[config.mk]
export PLATFORM = sky130hd
export DESIGN_NAME = button_event_arbiter
export DESIGN_NICKNAME = d
export VERILOG_FILES = /design/src/rtl/button_event_arbiter_pkg.sv /design/src/rtl/button_event_arbiter_rr_pick.sv /design/src/rtl/button_event_arbiter.sv
export SDC_FILE = /design/constraint.sdc
export NUM_CORES = 1
export LEC_CHECK = 0
export ABC_AREA = 1
export CORE_MARGIN = 3
export CORE_UTILIZATION = 40
export CTS_CLUSTER_SIZE = 12
export DETAILED_ROUTE_END_ITERATION = 10
export GPL_TIMING_DRIVEN = 0
export PLACE_DENSITY = 0.68
export SKIP_LAST_GASP = 1
export SLEW_MARGIN = 30
export SYNTH_ARGS = -nofsm -noshare
export SYNTH_HDL_FRONTEND = slang
export SYNTH_SLANG_ARGS = --single-unit
[constraint.sdc]
create_clock -name clk -period 3.25 [get_ports clk]
set_clock_uncertainty 0.05 [all_clocks]
set_input_delay 0.4875 -clock clk [delete_from_list [all_inputs] [get_ports clk]]
set_output_delay 0.4875 -clock clk [all_outputs]
set_load 0.005 [all_outputs]
[src/rtl/button_event_arbiter_pkg.sv]
// Shared types and constants for the button event arbiter.
package button_pkg;

   localparam int unsigned MAX_BTN = 16;
   localparam int unsigned CNT_W   = 8;

   typedef enum logic [2:0] {
      ARB_IDLE    = 3'b001,
      ARB_OFFER   = 3'b010,
      ARB_HOLDOFF = 3'b100
   } arb_state_t;

endpackage

[src/rtl/button_event_arbiter_rr_pick.sv]
// Round-robin picker: first set request at or above ptr, wrapping to 0.
module rr_pick
   import button_pkg::*;
#(
   parameter int unsigned NUM_BTN = 4,
   parameter int unsigned ID_W    = 2
)
(
   input  logic [NUM_BTN-1:0] req,
   input  logic [ID_W-1:0]    ptr,
   output logic               any,
   output logic [ID_W-1:0]    idx
);

   // Pick the requester with the smallest wrapped distance from ptr.
   always_comb begin
      int unsigned w_best;
      int unsigned w_dist;
      int unsigned w_ptr;
      any    = 1'b0;
      idx    = '0;
      w_best = NUM_BTN;
      w_dist = 0;
      w_ptr  = 32'(ptr);
      for (int unsigned i = 0; i < NUM_BTN; i++) begin
         if (req[i]) begin
            w_dist = (i >= w_ptr) ? (i - w_ptr) : (i + NUM_BTN - w_ptr);
            if (w_dist < w_best) begin
               w_best = w_dist;
               idx    = ID_W'(i);
               any    = 1'b1;
            end
         end
      end
   end

endmodule

[src/rtl/button_event_arbiter.sv]
// Latches button press pulses and serves them round-robin as ID events
// over valid/ready, with a hold-off gap and a sticky lost-press flag.
module button_event_arbiter
   import button_pkg::*;
#(
   parameter int unsigned NUM_BTN        = 4,
   parameter int unsigned ID_W           = 2,
   parameter int unsigned HOLDOFF_CYCLES = 3
)
(
   input  logic               clk,
   input  logic               rst,
   input  logic [NUM_BTN-1:0] pulse_in,
   output logic               evt_valid,
   output logic [ID_W-1:0]    evt_id,
   input  logic               evt_ready,
   output logic [NUM_BTN-1:0] pending,
   output logic               overflow,
   input  logic               ovf_clr
);

   arb_state_t         r_state;
   arb_state_t         w_state_nxt;
   logic [NUM_BTN-1:0] r_pending;
   logic [NUM_BTN-1:0] w_clr_mask;
   logic               r_overflow;
   logic               w_ovf_set;
   logic               r_evt_valid;
   logic               w_evt_valid_nxt;
   logic [ID_W-1:0]    r_evt_id;
   logic [ID_W-1:0]    w_evt_id_nxt;
   logic [ID_W-1:0]    r_rr_ptr;
   logic [ID_W-1:0]    w_rr_ptr_nxt;
   logic [ID_W-1:0]    w_ptr_inc;
   logic [ID_W-1:0]    w_pick_idx;
   logic               w_pick_any;
   logic               w_xfer;
   logic [CNT_W-1:0]   r_cnt;
   logic [CNT_W-1:0]   w_cnt_nxt;

   rr_pick #(
      .NUM_BTN (NUM_BTN),
      .ID_W    (ID_W)
   ) u_pick (
      .req (r_pending),
      .ptr (r_rr_ptr),
      .any (w_pick_any),
      .idx (w_pick_idx)
   );

   assign w_xfer    = r_evt_valid & evt_ready;
   assign w_ptr_inc = (r_evt_id == ID_W'(NUM_BTN - 1)) ? '0 : r_evt_id + ID_W'(1);

   // Bit being retired by this cycle's transfer, if any.
   always_comb begin
      w_clr_mask = '0;
      for (int unsigned i = 0; i < NUM_BTN; i++) begin
         w_clr_mask[i] = w_xfer && (r_evt_id == ID_W'(i));
      end
   end

   // A press is lost only if its bit stays pending through this edge.
   assign w_ovf_set = |(pulse_in & r_pending & ~w_clr_mask);

   // Pending requests and sticky overflow; new pulses win over clears.
   always_ff @(posedge clk) begin
      if (rst) begin
         r_pending  <= '0;
         r_overflow <= 1'b0;
      end else begin
         r_pending  <= (r_pending & ~w_clr_mask) | pulse_in;
         r_overflow <= w_ovf_set | (r_overflow & ~ovf_clr);
      end
   end

   // FSM state and registered offer/pointer/counter.
   always_ff @(posedge clk) begin
      if (rst) begin
         r_state     <= ARB_IDLE;
         r_evt_valid <= 1'b0;
         r_evt_id    <= '0;
         r_rr_ptr    <= '0;
         r_cnt       <= '0;
      end else begin
         r_state     <= w_state_nxt;
         r_evt_valid <= w_evt_valid_nxt;
         r_evt_id    <= w_evt_id_nxt;
         r_rr_ptr    <= w_rr_ptr_nxt;
         r_cnt       <= w_cnt_nxt;
      end
   end

   // Next-state decision.
   always_comb begin
      w_state_nxt = ARB_IDLE;
      case (r_state)
         ARB_IDLE:    w_state_nxt = w_pick_any ? ARB_OFFER : ARB_IDLE;
         ARB_OFFER: begin
            if (w_xfer) begin
               w_state_nxt = (HOLDOFF_CYCLES == 0) ? ARB_IDLE : ARB_HOLDOFF;
            end else begin
               w_state_nxt = ARB_OFFER;
            end
         end
         ARB_HOLDOFF: w_state_nxt = (r_cnt <= CNT_W'(1)) ? ARB_IDLE : ARB_HOLDOFF;
         default:     w_state_nxt = ARB_IDLE;
      endcase
   end

   // Next values of the registered outputs, pointer and hold-off counter.
   always_comb begin
      w_evt_valid_nxt = 1'b0;
      w_evt_id_nxt    = r_evt_id;
      w_rr_ptr_nxt    = r_rr_ptr;
      w_cnt_nxt       = r_cnt;
      case (r_state)
         ARB_IDLE: begin
            if (w_pick_any) begin
               w_evt_valid_nxt = 1'b1;
               w_evt_id_nxt    = w_pick_idx;
            end
         end
         ARB_OFFER: begin
            w_evt_valid_nxt = ~w_xfer;
            if (w_xfer) begin
               w_rr_ptr_nxt = w_ptr_inc;
               w_cnt_nxt    = CNT_W'(HOLDOFF_CYCLES);
            end
         end
         ARB_HOLDOFF: w_cnt_nxt = r_cnt - CNT_W'(1);
         default: ;
      endcase
   end

   assign evt_valid = r_evt_valid;
   assign evt_id    = r_evt_id;
   assign pending   = r_pending;
   assign overflow  = r_overflow;

endmodule

**After elaboration in Yosys (flattened, before gate mapping)**

Cells that the tools add are included.

- Reductions and logical operators: 10
- $lt $le $gt $ge: 8
- Mux-type cells: 32
- Add/sub/neg operators: 9
- Equality and inequality tests: 7
- Bitwise logic cells: 10

Operators by type and width:

| kind | count |
|---|---|
| 32-bit two-way mux | 9 |
| 32-bit less-than comparator | 3 |
| 32-bit by 3-bit less-than comparator with 1-bit output, second input constant | 1 |
| 8-bit case mux with 2 select lines | 1 |
| 2-bit two-way mux | 7 |
| 4-bit bitwise AND | 3 |
| 3-bit by 2-bit subtractor with 4-bit output, first input constant | 3 |
| 1-bit two-way mux | 10 |
| 3-bit case mux with 3 select lines | 1 |
| 8-bit by 1-bit <= comparator with 1-bit output, second input constant | 1 |
| 8-bit two-way mux | 1 |
| 8-bit by 1-bit subtractor with 8-bit output, second input constant | 1 |
| 3-bit two-way mux | 2 |
| 2-bit AND reduction | 3 |
| 1-bit by 2-bit subtractor with 3-bit output, first input constant | 2 |
| 2-bit by 2-bit subtractor with 3-bit output, first input constant | 2 |
| 2-bit == test, second input constant | 2 |
| 1-bit by 2-bit greater-or-equal comparator with 1-bit output, first input constant | 2 |
| 1-bit logical AND | 4 |
| 4-bit inverter | 1 |
| 4-bit OR | 1 |
| 4-bit OR reduction | 1 |
| 3-bit by 1-bit == test with 1-bit output, second input constant | 1 |
| 3-bit by 2-bit == test with 1-bit output, second input constant | 1 |
| 11 further kinds | 13 |

- Input bits: 8
- Register bits: 21
- Output and inout bits: 8

**Logic depth before layout (Yosys ltp)**

- Depth after elaboration: 16
- Gate-level depth with buffers: 25

**Cells and area by module**

Synthesis repeated with hierarchy kept, for this count alone.

- Cell total of the unflattened synthesis: 211
- Area, all modules: 1496.4 um2

By module, submodules not included:

| module | times used | cells each | area each (um2) | sequential area each (um2) |
|---|---|---|---|---|
| button_event_arbiter | 1 | 150 | 1119.8 | 420.4 |
| rr_pick | 1 | 61 | 376.6 | 0.0 |

**Worst setup path after synthesis**

OpenSTA, ideal clock, no wires.

- Path kind: flip-flop to flip-flop
- Start point: register r_rr_ptr[1]
- End point: register r_evt_id[1] (netlist: evt_id[1])
- Stages on the path, launching flop included: 25
- Library setup time: 0.115 ns
- Buffers on the path: 0
- Slack: 0.410 ns
- Data arrival time: 2.675 ns
- Cells stage by stage: dfxtp_1 > inv_1 > ha_1 > nand2_2 > clkinv_2 > ha_1 > inv_1 > nand2_1 > nor2_4 > nand2_4 > o22ai_1 > inv_1 > ha_1 > nand2_1 > nand2_1 > nand2_2 > nand3_4 > nand2_1 > o21ai_1 > ha_1 > nand2_1 > nand2_1 > nand2_1 > a21oi_1 > nor2_1

- Word-level cells in the longest chain between the ends: 15
- Elaborated cells between the ends (all ways): 36

Ends and longest elaborated chain:

| what | RTL line | RTL |
|---|---|---|
| start: declaration | button_event_arbiter.sv:32 | `logic [ID_W-1:0] r_rr_ptr;` |
| start signal: assignment | button_event_arbiter.sv:88 | `r_rr_ptr <= w_rr_ptr_nxt;` |
| 3-bit by 2-bit subtractor with 4-bit output (tied with other cells) | button_event_arbiter_rr_pick.sv:27 | `w_dist = (i >= w_ptr) ? (i - w_ptr) : (i + NUM_BTN - w_ptr);` |
| 32-bit two-way mux | button_event_arbiter_rr_pick.sv:27 |  |
| 32-bit by 3-bit less-than comparator with 1-bit output | button_event_arbiter_rr_pick.sv:28 | `if (w_dist < w_best) begin` |
| 32-bit two-way mux | button_event_arbiter_rr_pick.sv:28 |  |
| 32-bit two-way mux | button_event_arbiter_rr_pick.sv:26 | `if (req[i]) begin` |
| 32-bit less-than comparator | button_event_arbiter_rr_pick.sv:28 |  |
| 32-bit two-way mux | button_event_arbiter_rr_pick.sv:28 |  |
| 32-bit two-way mux | button_event_arbiter_rr_pick.sv:26 |  |
| 32-bit less-than comparator | button_event_arbiter_rr_pick.sv:28 |  |
| 32-bit two-way mux | button_event_arbiter_rr_pick.sv:28 |  |
| 32-bit two-way mux | button_event_arbiter_rr_pick.sv:26 |  |
| 32-bit less-than comparator | button_event_arbiter_rr_pick.sv:28 |  |
| 1-bit two-way mux | button_event_arbiter_rr_pick.sv:28 |  |
| 1-bit two-way mux | button_event_arbiter_rr_pick.sv:26 |  |
| 2-bit AND reduction (no source line) | n/a |  |
| end signal: assignment | button_event_arbiter.sv:87 | `r_evt_id <= w_evt_id_nxt;` |
| end: declaration | button_event_arbiter.sv:30 | `logic [ID_W-1:0] r_evt_id;` |

Several ways; a longest one is shown, not always the timed one.
A chain may end at the register's enable or synchronous reset.

**Worst setup path after layout**

- Start point: register r_rr_ptr[1]
- End point: register r_evt_id[0] (netlist: evt_id[0])

Same word-level chain as after synthesis.

==> flow_metrics.env <==
export IMPL_status="finished, final reports clean"
export IMPL_antennaDiodeCount=0
export IMPL_async_reset_ff_share_pct=0
export IMPL_worstHoldStart="overflow$_SDFF_PP0_"
export IMPL_syn_cell_area_um2=1370
export IMPL_end_kind="flip-flop"
export IMPL_final_cells=252
export IMPL_synth_cell_types=30
export IMPL_grtUsageTotal_pct=14.2
export IMPL_ys_top_cells_by_count="nand2_1 (31), inv_1 (27), dfxtp_1 (21)"
export IMPL_drive_above_1_share_pct=13.9
export IMPL_hold_depth=2
export IMPL_power_density_nw_per_um2=357
export IMPL_gr_usage_met3_pct=1.73
export IMPL_grt_overflow_total=0
export IMPL_peakVddDrop_uv=218
export IMPL_drc=0
export IMPL_rsz0062_at_grt="false"
export IMPL_synth_edf_count=0
export IMPL_gr_usage_met2_pct=21.5
export IMPL_area_growth_pct=17.1
export IMPL_antenna_found_initial=0
export IMPL_vias=1161
export IMPL_drt_initial_drc_count=30
export IMPL_hold_viol=0
export IMPL_synth_area_per_cell_um2=7.25
export IMPL_io_buffers=14
export IMPL_rows=20
export IMPL_clock_latency_ns=0.31
export IMPL_synth_nets=213
export IMPL_synth_top_area_share_pct=30.7
export IMPL_synth_area_top_cells="dfxtp_1 (31%), ha_1 (15%), nand2_1 (8.5%)"
export IMPL_path_class="reg -> reg"
export IMPL_cts_tree="done"
export IMPL_timing_rr_end="evt_id[0]$_SDFFE_PP0P_"
export IMPL_gp_congestion=0.803
export IMPL_arrival_ns=3.17
export IMPL_syn_instance_count=189
export IMPL_max_clock_freq_mhz=336
export IMPL_grt_pass1_vias=1059
export IMPL_drv_slew=0
export IMPL_rrSetupSlack_ns=0.27
export IMPL_period_share_pct=91.6
export IMPL_dpl_hpwl_um=2120
export IMPL_start_util_pct=43.5
export IMPL_wl_per_cell_um=10.5
export IMPL_viasPerCell=4.61
export IMPL_finalSetupViolations=0
export IMPL_cts_sinks=21
export IMPL_startpoint="r_rr_ptr[1]$_SDFFE_PP0P_"
export IMPL_grt_pass1_wl_um=4660
export IMPL_synth_most_common_cell="nand2_1"
export IMPL_hp_class="reg -> reg"
export IMPL_grt_busiest_layer="met2"
export IMPL_place_area_um2=1570
export IMPL_grt_max_degree=13
export IMPL_post_route_min_period_ns=2.98
export IMPL_numCtsBuffers=3
export IMPL_fin_area_um2=1600
export IMPL_multiInputGateArea_um2=801
export IMPL_synth_warnings=0
export IMPL_die_area_um2=4160
export IMPL_slowest_delay_ns=0.36
export IMPL_core_area_um2=3150
export IMPL_cts_htree_levels=1
export IMPL_nFillCells=333
export IMPL_holdPathEnd="overflow$_SDFF_PP0_"
export IMPL_critPathMostFrequentCell="nand2_1"
export IMPL_crit_buf_inv=4
export IMPL_yosysSeqAreaShare_pct=30.7
export IMPL_regArea_um2=424
export IMPL_grtUsageMet1_pct=19.6
export IMPL_num_nets_final=233
export IMPL_firstDrtPassIters=4
export IMPL_die_x_um=64.5
export IMPL_path_cells="inv_1 > ha_1 > nand2_2 > clkinv_2 > ha_1 > inv_1 > nand2_1 > nor2_4 > nand2_4 > o22ai_1 > inv_1 > ha_1 > nand2_1 > nand2_1 > nand2_2 > nand3_4 > nand2_1 > o21ai_1 > ha_1 > nand2_1 > nand2_1 > nand2_1 > nand3_1 > a21oi_2"
export IMPL_max_cap_violations=0
export IMPL_regToRegStartpoint="r_rr_ptr[1]$_SDFFE_PP0P_"
export IMPL_rr_worst_depth=24
export IMPL_die_h_um=64.5
export IMPL_cts_clk_slew_worst_paths_ns=0.12
export IMPL_yosys_area_top_type="dfxtp_1"
export IMPL_yosys_register_bits=21
export IMPL_root_buffer="clkbuf_4"
export IMPL_drtAntennaViolNets=0
export IMPL_dp_cells=247
export IMPL_wirelength_um=2660
export IMPL_cpMaxStageDelayCell="dfxtp_4"
export IMPL_power_leakage_nw=0.770
export IMPL_final_setup_tns_ns=0
export IMPL_critPathRequiredTime_ns=3.45
export IMPL_crit_fanout=7
export IMPL_clock_path_buffers=2
export IMPL_path_delay_family="simple AND/OR/NAND/NOR gates"
export IMPL_synthFlopType="dfxtp_1"
export IMPL_start_kind="flip-flop"
export IMPL_io_pins=16
## repair_timing
item / 4_1_cts / 5_1_grt
endpoints found under the setup margin: 0 / 2
buffers inserted: 0 / 1
hold endpoints to repair: 0 / 0
hold buffers: 0 / 0
resized for setup: 0 / 2
## cells by family after synthesis
kind of cell	after synthesis	share of synthesized area (%)
flip-flops	21	30.7
AO/OA/AOI/OAI	33	15.3
other	2	0.548
buffers and inverters	39	10.9
adder cells (fa/ha/maj)	16	14.6
AND/OR/NAND/NOR	78	28.0
## worst register-to-register path, stage by stage (launching register included)
cell      delay [ns]
dfxtp_4         0.36
inv_1           0.07
ha_1            0.19
nand2_2         0.08
clkinv_2        0.07
ha_1            0.18
inv_1           0.05
nand2_1         0.07
nor2_4          0.14
nand2_4         0.07
o22ai_1         0.14
inv_1           0.07
ha_1            0.26
nand2_1         0.06
nand2_1         0.05
nand2_2         0.07
nand3_4         0.10
nand2_1         0.08
o21ai_1         0.06
ha_1            0.27
nand2_1         0.06
nand2_1         0.05
nand2_1         0.07
nand3_1         0.09
a21oi_2         0.14
## stage by stage
stage	hold WS, ns	power [W]	worst slack (ns)	utilization (%)
2_1_floorplan	0.400	0.000398	0.410	-
3_3_place_gp	0.405	0.000450	0.190	49.6
3_5_place_dp	0.417	0.000452	0.157	49.6
4_1_cts	0.439	0.000585	0.110	50.5
5_1_grt	0.459	0.000618	0.0439	50.9
6_report	0.434	0.000573	0.274	50.9
## layer usage
metal | share of wire [%] | up-vias
li1 | - | 647
met1 | 54 | 500
met2 | 42 | 9
met3 | 1.8 | 5
met4 | 2.2 | 0
met5 | 0 | -
## where the power goes
| part | internal [W] | total [W] | switching (W) |
|---|---|---|---|
| logic | 0.0000699 | 0.000150 | 0.0000799 |
| registers | 0.000275 | 0.000295 | 0.0000208 |
| clock network | 0.0000460 | 0.000128 | 0.0000822 |
## registers in the layout (all words and copies together) (netlist names)
name / count
pending: 4
r_rr_ptr: 2
overflow: 1
evt_valid: 1
r_state: 3
evt_id: 2
r_cnt: 8
## how the worst max path moves through the flow
stage,end,slack [ns],cells after the start
global placement,evt_id[0]$_SDFFE_PP0P_,0.19,24
CTS,evt_id[0]$_SDFFE_PP0P_,0.11,24
global route,evt_id[0]$_SDFFE_PP0P_,0.04,24
detailed placement,evt_id[0]$_SDFFE_PP0P_,0.16,24
finish,evt_id[0]$_SDFFE_PP0P_,0.27,24
floorplan,evt_id[1]$_SDFFE_PP0P_,0.41,24
## layout make-up
class | count | share of cell area, %
Inverter | 36 | 8.58
Timing Repair Buffer | 15 | 9.20
Clock buffer | 3 | 1.40
Clock inverter | 1 | 0.312
Multi-Input combinational cell | 129 | 49.9
Buffer | 3 | 0.702
Tap cell | 44 | 3.43
Sequential cell | 21 | 26.4
## placed cells by master, fill, tap and decap left out, types with 2 or more instances in the layout
| cell type | Yosys | routed |
|---|---|---|
| o21ai_1 | 4 | 4 |
| nand2_4 | 3 | 3 |
| o2111ai_1 | 3 | 3 |
| nor3_1 | 3 | 3 |
| clkbuf_4 | 0 | 3 |
| a211oi_1 | 5 | 5 |
| nand3_1 | 10 | 10 |
| clkdlybuf4s50_1 | 0 | 14 |
| a21oi_1 | 14 | 14 |
| inv_1 | 27 | 27 |
| clkbuf_1 | 3 | 3 |
| nand2_2 | 6 | 6 |
| nand2_1 | 31 | 31 |
| dfxtp_1 | 21 | 20 |
| conb_1 | 2 | 2 |
| ha_1 | 16 | 16 |
| inv_2 | 7 | 7 |
| nor2_1 | 19 | 19 |
| clkinv_2 | 2 | 3 |
Note: power is estimated with default switching activity, not from simulation.
